[src/rtl/lattice_result_collector.sv]
// Result collector after the last lattice core: finds the first winning
// nonce per block (or flags exhaustion) and queues one record per block.
// Ports:
//   clk, rst            - clock, async active-high reset
//   valid_i             - hash result presented this cycle
//   newblock_i          - hash is index 0 of a new block
//   success_i           - hash meets difficulty
//   nonce_prefix_i      - core nonce prefix
//   result_valid_o      - FIFO head holds a record
//   result_ready_i      - consumer accepts the head
//   result_nonce_o      - {prefix, index} of the head record
//   result_found_o      - 1 = winner, 0 = exhausted
//   result_block_o      - block sequence number of the head record
//   busy_o              - scanning a block
//   overflow_o          - sticky record-dropped flag
module lattice_result_collector #(
  parameter int COUNTBITS  = 6,
  parameter int PREFIXBITS = 4,
  parameter int DEPTH      = 4
) (
  input  logic                          clk,
  input  logic                          rst,
  input  logic                          valid_i,
  input  logic                          newblock_i,
  input  logic                          success_i,
  input  logic [PREFIXBITS-1:0]         nonce_prefix_i,
  output logic                          result_valid_o,
  input  logic                          result_ready_i,
  output logic [PREFIXBITS+COUNTBITS-1:0] result_nonce_o,
  output logic                          result_found_o,
  output logic [7:0]                    result_block_o,
  output logic                          busy_o,
  output logic                          overflow_o
);

  localparam int AW = $clog2(DEPTH);
  localparam int NW = PREFIXBITS + COUNTBITS;
  localparam int RW = 1 + NW + 8;

  typedef enum logic [1:0] {
    IDLE,
    SCAN,
    DONE
  } state_t;

  state_t               state_q, state_d;
  logic [COUNTBITS-1:0] cnt_q, cnt_d;
  logic [7:0]           blk_q, blk_d;
  logic [AW-1:0]        wr_q, wr_d;
  logic [AW-1:0]        rd_q, rd_d;
  logic [AW:0]          count_q, count_d;
  logic                 ovf_q, ovf_d;
  logic [RW-1:0]        mem_q [DEPTH];

  logic                 start;
  logic                 evaluate;
  logic                 push;
  logic                 pop;
  logic                 full;
  logic                 wr_en;
  logic [COUNTBITS-1:0] cur_idx;
  logic [RW-1:0]        rec;
  logic [RW-1:0]        head;

  // cnt_q holds the index the next in-block hash will carry
  always_comb begin
    state_d  = state_q;
    cnt_d    = cnt_q;
    blk_d    = blk_q;
    push     = 1'b0;
    rec      = '0;
    cur_idx  = cnt_q;
    evaluate = 1'b0;
    start    = valid_i && newblock_i;
    if (start) begin
      blk_d    = blk_q + 8'd1;
      cur_idx  = '0;
      evaluate = 1'b1;
    end else if (valid_i && state_q == SCAN) begin
      evaluate = 1'b1;
    end
    if (evaluate) begin
      cnt_d   = cur_idx + COUNTBITS'(1);
      state_d = SCAN;
      if (success_i) begin
        push    = 1'b1;
        rec     = {1'b1, nonce_prefix_i, cur_idx, blk_d};
        state_d = DONE;
      end else if (&cur_idx) begin
        push    = 1'b1;
        rec     = {1'b0, nonce_prefix_i, cur_idx, blk_d};
        state_d = DONE;
      end
    end
  end

  // A pop frees the slot this cycle, so push while full is fine then
  always_comb begin
    pop     = (count_q != '0) && result_ready_i;
    full    = count_q == (AW+1)'(DEPTH);
    wr_en   = push && (!full || pop);
    ovf_d   = ovf_q | (push && full && !pop);
    wr_d    = wr_q + AW'(wr_en);
    rd_d    = rd_q + AW'(pop);
    count_d = count_q + (AW+1)'(wr_en) - (AW+1)'(pop);
  end

  always_ff @(posedge clk or posedge rst) begin
    if (rst) begin
      state_q <= IDLE;
      cnt_q   <= '0;
      blk_q   <= 8'hFF;
      wr_q    <= '0;
      rd_q    <= '0;
      count_q <= '0;
      ovf_q   <= 1'b0;
    end else begin
      state_q <= state_d;
      cnt_q   <= cnt_d;
      blk_q   <= blk_d;
      wr_q    <= wr_d;
      rd_q    <= rd_d;
      count_q <= count_d;
      ovf_q   <= ovf_d;
    end
  end

  always_ff @(posedge clk) begin
    if (wr_en) begin
      mem_q[wr_q] <= rec;
    end
  end

  // Fields are forced to zero when empty so stale storage never shows
  assign head           = mem_q[rd_q];
  assign result_valid_o = count_q != '0;
  assign {result_found_o, result_nonce_o, result_block_o} =
    result_valid_o ? head : '0;
  assign busy_o         = state_q == SCAN;
  assign overflow_o     = ovf_q;

endmodule

[config.mk]
export PLATFORM = sky130hd
export DESIGN_NAME = lattice_result_collector
export DESIGN_NICKNAME = d
export VERILOG_FILES = /design/src/rtl/lattice_result_collector.sv
export SDC_FILE = /design/constraint.sdc
export NUM_CORES = 1
export LEC_CHECK = 0
export BUFFER_PORTS_ARGS = -buffer_cell sky130_fd_sc_hd__buf_2
export CORE_UTILIZATION = 64
export DETAILED_ROUTE_END_ITERATION = 8
export PLACE_DENSITY = 0.84
export SYNTH_ARGS = -nofsm -noshare
export SYNTH_HDL_FRONTEND = slang
export SYNTH_SLANG_ARGS = --single-unit
[constraint.sdc]
create_clock -name clk -period 10.44 [get_ports clk]
set_input_delay 1.044 -clock clk [delete_from_list [all_inputs] [get_ports clk]]
set_output_delay 1.044 -clock clk [all_outputs]
set_load 0.05 [all_outputs]
==> Flow_metrics.wiki, run 1 <==
{| class="wikitable"
! Metric !! Value
|-
| Area fraction of the dominant cell type after synthesis || 53.26%
|-
| Count of flip-flops with a built-in enable after synthesis || 76
|-
| Instance area at placement || 4548 um^2
|-
| Final number of setup-violating endpoints || 0
|-
| Final min period || around 3.5 ns
|-
| Aggregate negative setup slack || 0 ns
|-
| Quantity of I/O buffers inserted on ports || 31
|-
| Effective utilization at floorplan || ~67%
|-
| CTS Buf Count || 9
|-
| Final setup skew || 0.009853 ns
|-
| Share of layout cells above drive strength 1 || 32.00%
|-
| Worst slack at placement || between 6 and 7 ns
|-
| Cell leakage power || between 1.5 and 2 nW
|-
| Type of origin of the critical path || primary input
|-
| Floorplan core area || 6422 um^2
|-
| Buffer depth of the longest clock path || 2
|-
| Tightest slew margin relative to the limit || between 30% and 40%
|-
| Die extent in y || 83.83 um
|-
| Leading post-synthesis cells by cell area || edfxtp_1 53%, mux4_2 10%, dfrtp_1 9.3%, dfstp_2 4.9%, nor2b_1 3.2%
|-
| Total Nets Final || between 300 and 400
|-
| Detail Route Antenna Nets || 0
|-
| Reported max-cap violation count || 0
|-
| Synth Net Count || about 280
|-
| Wire length of the first global-routing pass || 11.89 mm
|-
| Number of rows in the core area || 29
|-
| IO Pins || 32
|-
| Peak supply drop || roughly 0.15 mV
|-
| Worst Max-Slew Pin Slew || 0.9303 ns
|-
| Register bit total from synthesis || 100
|-
| Clock insertion delay at the later pin of the skew report || about 0.35 ns
|-
| Primary flip-flop cell chosen by synthesis mapping || edfxtp_1
|-
| Data arrival, critical path || between 3 and 4 ns
|-
| Antenna violations before repair || 0
|-
| Root buffer cell || clkbuf_8
|-
| DP Wirelength || around 4.7 mm
|-
| Class of the worst hold path || flop to flop
|-
| Sum of overflow across all layers after global routing || 0
|-
| Failing checks || design-rule violations
|-
| Leading cell type in the layout, fill and taps excluded || edfxtp_1
|-
| Minimum setup slack in the final design || 6.927 ns
|-
| Top cell type by total area after synthesis || edfxtp_1
|-
| DR vias/cell || 6.151
|-
| Area of the mapped netlist || 4285 um^2
|-
| Beginning of the worst hold path || overflow_o
|-
| Required time of the critical path || between 10 and 15 ns
|-
| Launching element of the worst setup path || valid_i
|-
| Count of warnings emitted by yosys || 0
|-
| Area growth from synthesis to layout || 11.24%
|-
| Final hold viol count || 0
|-
| Final weighted congestion in routability-driven placement || roughly 0.8
|-
| Sequential cell area fraction in the yosys report || between 60% and 70%
|-
| Commonest cells after routing, fill and taps aside || 76 x edfxtp_1, 31 x buf_2, 22 x nor2b_1, 19 x mux4_2, 16 x dfrtp_1
|-
| Number of remaining DRC errors || 2
|-
| Clock transition at the registers of the reported paths || about 0.080 ns
|-
| H-tree level count || 3
|-
| Area of the die || 7027 um^2
|-
| Clk sinks || 100
|-
| Pin count of the biggest net entering global routing || 29
|-
| Distinct cell type count after synthesis || 45
|-
| Type of the worst setup path || primary input to flop
|-
| RSZ-0062 raised after global routing || no
|-
| Number of optimization iterations in the first detailed-route pass || 6
|-
| Horizontal extent of the die || 83.83 um
|-
| Final instance area || 4767 um^2
|-
| Syn avg cell area || 16.55 um^2
|-
| Syn Inst Count || roughly 260
|-
| Violation count after the first detailed-route iteration || 164
|-
| Outcome || finished, violations left
|-
| Clock tree from TritonCTS || built
|-
| Avg WL per Cell || 19.43 um
|-
| Vias after detailed routing || 2319
|-
| Final period utilization || roughly 34%
|-
| Via count of the first global-routing pass || 2347
|-
| Post-synth ARST share || a little under a quarter
|-
| Total of hold buffers inserted after clock tree synthesis || 0
|-
| Post-CTS Resized || 0
|-
| Category of the worst setup path capture point || flop
|-
| GRT Overall Usage || a little under a quarter
|-
| Ant diodes || 0
|-
| Fmax || approximately 0.28 GHz
|-
| P per Cell Area || roughly 280 nW/um^2
|-
| Post-CTS Setup Bufs || 0
|-
| Final Slew Violations || 0
|-
| Detailed Route WL || 7.326 mm
|-
| Reg-to-reg critical path startpoint || cnt_q[0]
|-
| Peak fanout along the critical path || 13
|}
==> kinds of logic after synthesis <==
logic type               synth area share [%]
XOR/XNOR                                1.635
multiplexers                            10.98
adder cells (fa/ha/maj)                 2.219
AND/OR/NAND/NOR                         11.74
AO/OA/AOI/OAI                           3.679
flip-flops                              67.50
buffers and inverters                   2.248
==> per-stage QoR <==
step | power (mW) | hold WS, ns | std cells | util, %
3_3_place_gp | 1.089 | 0.4617 | 361 | 70.82
6_report | 1.352 | 0.4897 | 377 | 74.23
5_1_grt | 1.412 | 0.5287 | 377 | 74.23
4_1_cts | 1.360 | 0.4975 | 377 | 74.23
2_1_floorplan | 0.9853 | 0.4764 | 259 | -
3_5_place_dp | 1.102 | 0.4695 | 361 | 70.82
==> where the power goes <==
group | switching [mW] | internal [mW]
combinational | 0.349 | 0.186
sequential | 0.0559 | 0.499
clock | 0.120 | 0.142
==> path summary, 6_finish.rpt <==
| path | to | slack, ns | depth (start not counted) |
|---|---|---|---|
| hold / removal | overflow_o | 0.49 | 1 |
| min in group asynchronous | cnt_q[2] | 0.88 | 2 |
| max in group asynchronous | cnt_q[0] | 9.00 | 2 |
| hold reg to reg | overflow_o | 0.49 | 1 |
| setup / recovery | count_q[2] | 6.93 | 13 |
| setup reg to reg | count_q[2] | 7.72 | 11 |
==> synth_stat cells (all sizes together) (3+ instances only) <==
library cell	count
nor4	3
nand4	5
mux4	19
nor3b	9
dfstp	8
buf	8
xnor2	6
and2	3
clkbuf	5
edfxtp	76
dfrtp	16
or3	6
nor3	4
nand2b	3
a211oi	9
o21ai	6
nand3	3
inv	7
nor2b	22
nand2	14
ha	6
==> worst max-delay path, stage by stage <==
cell     delay [ns]
buf_2          0.14
nand2_1        0.31
and2_1         0.22
ha_1           0.23
and4_1         0.22
a31oi_2        0.10
or3_1          0.37
ha_1           0.28
inv_1          0.03
ha_1           0.18
fa_1           0.37
xnor2_1        0.14
xnor2_1        0.12
==> area by class of cell <==
| cell class | instances | area, um^2 |
|---|---|---|
| flip-flops and latches | 100 | 2893 |
| clock buffers | 12 | 145.1 |
| clock inverters | 4 | 73.82 |
| fillers | 389 | 1655 |
| well taps | 77 | 96.34 |
| repair buffers | 38 | 207.7 |
| multi-input cells | 139 | 1325 |
| inverters | 7 | 26.28 |
==> state kept, by name (all words and copies together), names as in the netlist <==
name        count
count_q         3
state_q         2
wr_q            2
overflow_o      1
mem_q          76
blk_q           8
rd_q            2
cnt_q           6
==> per-layer routing <==
layer  routed length [um]  up-vias  GRT usage (%)  share of wire (%)
met5                    0        -              0                  0
met4                  133        0          12.07                1.8
met3                  267       14          3.363                3.6
met2                 3645       55          35.17                 50
met1                 3279     1181          33.55                 45
li1                     -     1069              -                  -
(Power assumes the default switching activity.)
==> run 2: changes to the inputs <==
--- a/config.mk
+++ b/config.mk
@@ -6,9 +6,9 @@
 export NUM_CORES = 1
 export LEC_CHECK = 0
 export BUFFER_PORTS_ARGS = -buffer_cell sky130_fd_sc_hd__buf_2
-export CORE_UTILIZATION = 64
+export CORE_UTILIZATION = 59
 export DETAILED_ROUTE_END_ITERATION = 8
-export PLACE_DENSITY = 0.84
+export PLACE_DENSITY = 0.78
 export SYNTH_ARGS = -nofsm -noshare
 export SYNTH_HDL_FRONTEND = slang
 export SYNTH_SLANG_ARGS = --single-unit
==> constraint.sdc (replaced) <==
create_clock -name clk -period 3.6 [get_ports clk]
set_input_delay 0.36 -clock clk [delete_from_list [all_inputs] [get_ports clk]]
set_output_delay 0.36 -clock clk [all_outputs]
set_load 0.05 [all_outputs]
==> Flow_metrics.wiki, run 2 (synthesis gave the netlist of run 1 again) <==
{| class="wikitable"
! Metric !! Value
|-
| Reg with most FFs || mem_q (unchanged)
|-
| Die extent in y || 87.23 um (was 83.83 um)
|-
| Floorplan core area || 6907 um^2 (was 6422 um^2)
|-
| Data arrival, critical path || 2.96 ns (was 3.76 ns)
|-
| Global-route track usage on met3 || 2.844% (was 3.363%)
|-
| Horizontal extent of the die || 87.23 um (was 83.83 um)
|-
| Aggregate negative setup slack || 0 ns (unchanged)
|-
| Leading cell type in the layout, fill and taps excluded || edfxtp_1 (unchanged)
|-
| Final Slew Violations || 0 (unchanged)
|-
| Effective utilization at floorplan || 62.05% (was 66.73%)
|-
| Antenna violations before repair || 0 (unchanged)
|-
| Kind of cell with the highest combined delay on the critical path || adder cells (was simple AND/OR/NAND/NOR gates)
|-
| Detailed Route WL || 7.219 mm (was 7.326 mm)
|-
| Global Route met2 Usage || 31.28% (was 35.17%)
|-
| Clock transition at the registers of the reported paths || 0.09 ns (was 0.08 ns)
|-
| Cell-by-cell listing of the critical path || and2_1 -> ha_1 -> and4_1 -> a31oi_2 -> or3_1 -> ha_1 -> inv_1 -> ha_1 -> fa_1 -> xnor2_1 -> xnor2_1 (was buf_2 -> nand2_1 -> and2_1 -> ha_1 -> and4_1 -> a31oi_2 -> or3_1 -> ha_1 -> inv_1 -> ha_1 -> fa_1 -> xnor2_1 -> xnor2_1)
|-
| Clock tree from TritonCTS || built (unchanged)
|-
| Total of hold buffers inserted after clock tree synthesis || 0 (unchanged)
|-
| Worst Max-Slew Pin Slew || 0.9324 ns (was 0.9303 ns)
|-
| Via count of the first global-routing pass || 2212 (was 2347)
|-
| Final number of setup-violating endpoints || 0 (unchanged)
|-
| Buffer depth of the longest clock path || 2 (unchanged)
|-
| Type of origin of the critical path || flop (was primary input)
|-
| Peak fanout along the critical path || 5 (was 13)
|-
| Vias after detailed routing || 2298 (was 2319)
|-
| P per Cell Area || 824.2 nW/um^2 (was 283.5 nW/um^2)
|-
| Share of layout cells above drive strength 1 || 32.78% (was 32.00%)
|-
| Library cell appearing most often on the critical path || ha_1 (unchanged)
|-
| Peak supply drop || 0.3889 mV (was 0.1479 mV)
|-
| RSZ-0062 raised after global routing || no (unchanged)
|-
| Final weighted congestion in routability-driven placement || 0.8224 (was 0.8174)
|-
| Placed Cells || 382 (was 361)
|-
| Register cell area after layout || 2893 um^2 (unchanged)
|-
| Final min period || 2.689 ns
|-
| Class of the worst hold path || primary input to async pin (was flop to flop)
|-
| Area of the die || 7608 um^2 (was 7027 um^2)
|-
| DP Wirelength || 4.390 mm (was 4.652 mm)
|-
| Ant diodes || 0 (unchanged)
|-
| Clk sinks || 100 (unchanged)
|-
| Area growth from synthesis to layout || 12.64% (was 11.24%)
|-
| Number of remaining DRC errors || 0 (was 2)
|-
| DR vias/cell || 5.774 (was 6.151)
|-
| Number of optimization iterations in the first detailed-route pass || 4 (was 6)
|-
| Cell at the slowest stage of the critical path || dfrtp_1 (was or3_1)
|-
| Commonest cells after routing, fill and taps aside || 76 x edfxtp_1, 31 x buf_2, 22 x nor2b_1, 19 x mux4_2, 16 x dfrtp_1 (unchanged)
|-
| Required time of the critical path || 3.87 ns (was 10.68 ns)
|-
| Violation count after the first detailed-route iteration || 172 (was 164)
|-
| Number of rows in the core area || 30 (was 29)
|-
| CTS Buf Count || 9 (unchanged)
|-
| IO Pins || 32 (unchanged)
|-
| R2R depth || 11 (unchanged)
|-
| Final period utilization || 74.70%
|-
| Final hold viol count || 0 (unchanged)
|-
| Highest-utilization routing layer at the global route stage || met2 (unchanged)
|-
| Minimum setup slack in the final design || 0.9108 ns (was 6.927 ns)
|-
| Non-filler cells in the finished layout || 398 (was 377)
|-
| Wire length of the first global-routing pass || 11.36 mm (was 11.89 mm)
|-
| Root buffer cell || clkbuf_8 (unchanged)
|-
| Sum of overflow across all layers after global routing || 0 (unchanged)
|-
| Outcome || completed (was finished, violations left)
|-
| Final setup skew || 0.01538 ns (was 0.009853 ns)
|-
| H-tree level count || 3 (unchanged)
|-
| Total Nets Final || 314 (was 312)
|-
| Clock insertion delay at the later pin of the skew report || 0.35 ns (about the same)
|-
| Cell leakage power || 1.732 nW (was 1.712 nW)
|-
| Quantity of I/O buffers inserted on ports || 31 (unchanged)
|-
| Category of the worst setup path capture point || flop (unchanged)
|-
| Worst slack at placement || 0.6363 ns (was 6.550 ns)
|-
| Post-CTS Resized || 0 (unchanged)
|-
| Multi-input combinational cell area || 1325 um^2 (unchanged)
|-
| Buffers and inverters on the worst path || 1 (was 2)
|-
| Reg-to-reg critical path startpoint || cnt_q[0] (unchanged)
|-
| GRT Overall Usage || 20.88% (was 23.24%)
|-
| Fmax || roughly 0.37 GHz
|-
| Leading registers by flop count || mem_q (76), blk_q (8), cnt_q (6) (unchanged)
|-
| Max reg flops || 76 (unchanged)
|-
| Tightest slew margin relative to the limit || 37.84% (was 37.98%)
|-
| Max incr delay on CP || 0.38 ns (was 0.37 ns)
|-
| Final instance area || 4827 um^2 (was 4767 um^2)
|-
| R2R Setup Slk || 0.91 ns (was 7.72 ns)
|-
| Launching element of the worst setup path || cnt_q[0] (was valid_i)
|-
| Count of fill cells added during filler insertion || 472 (was 389)
|-
| Destination of the worst register-to-register timing path || count_q[2] (unchanged)
|-
| Post-layout total power || 3.979 mW (was 1.352 mW)
|-
| Global routing met1 resource utilization || 30.37% (was 33.55%)
|-
| Avg WL per Cell || 18.14 um (was 19.43 um)
|-
| Pin count of the biggest net entering global routing || 28 (was 29)
|-
| Instance area at placement || 4587 um^2 (was 4548 um^2)
|-
| Detail Route Antenna Nets || 0 (unchanged)
|-
| Type of the worst setup path || flop to flop (was primary input to flop)
|-
| Reported max-cap violation count || 0 (unchanged)
|-
| Post-CTS Setup Bufs || 0 (unchanged)
|}
[run 2: cell types whose count changed in the layout (fill, tap and decap cells not counted)]
cell       change
buf_4          +2
bufinv_16      +1
clkbuf_1       -1
clkbuf_8       -1
inv_6          +1
[run 2: worst register-to-register path: cells and delay by family (launching register included)]
family          cells  cell delay (ns)
fa+ha+maj           4             1.06
simple gates        3             0.75
xor+xnor            2             0.31
buf+inv             1             0.04
compound gates      1             0.10
flops               1             0.38
[run 2: how the worst max path moves through the flow]
| stage | endpoint | depth (start not counted) | slack (ns) |
|---|---|---|---|
| 5_1_grt | count_q[2] | 11 | 0.74 |
| 4_1_cts | count_q[2] | 11 | 0.88 |
| 6_report | count_q[2] | 11 | 0.91 |
| 2_1_floorplan | mem_q[1][0] | 6 | 0.008 |
| 3_3_place_gp | count_q[2] | 13 | 0.71 |
| 3_5_place_dp | count_q[2] | 13 | 0.64 |
[run 2: final cells by class]
type | count | area share (%)
inverter | 7 | 0.5443
multi-input combinational | 139 | 27.45
clock buffer | 10 | 2.644
timing repair buffer | 40 | 4.614
clock inverter | 6 | 2.333
sequential | 100 | 59.93
tap | 96 | 2.488
[run 2: where the power goes]
part | leakage, nW | switching [mW] | internal, mW | total, mW
clock network | 0.121 | 0.366 | 0.465 | 0.831
logic | 0.623 | 1.00 | 0.541 | 1.55
registers | 0.988 | 0.155 | 1.45 | 1.60
[run 2: layer usage]
metal	up-vias	wire length (um)	part of all wire, %
met5	-	0	0
met4	0	166	2.3
met3	13	357	4.9
met2	74	3375	47
li1	1075	-	-
met1	1136	3320	46
[run 2: stage by stage]
stage / hold slack (ns) / util (%)
2_1_floorplan: 0.3687 / -
3_3_place_gp: 0.4584 / 66.41
3_5_place_dp: 0.4680 / 66.41
4_1_cts: 0.2232 / 69.89
5_1_grt: 0.2947 / 69.89
6_report: 0.2069 / 69.89
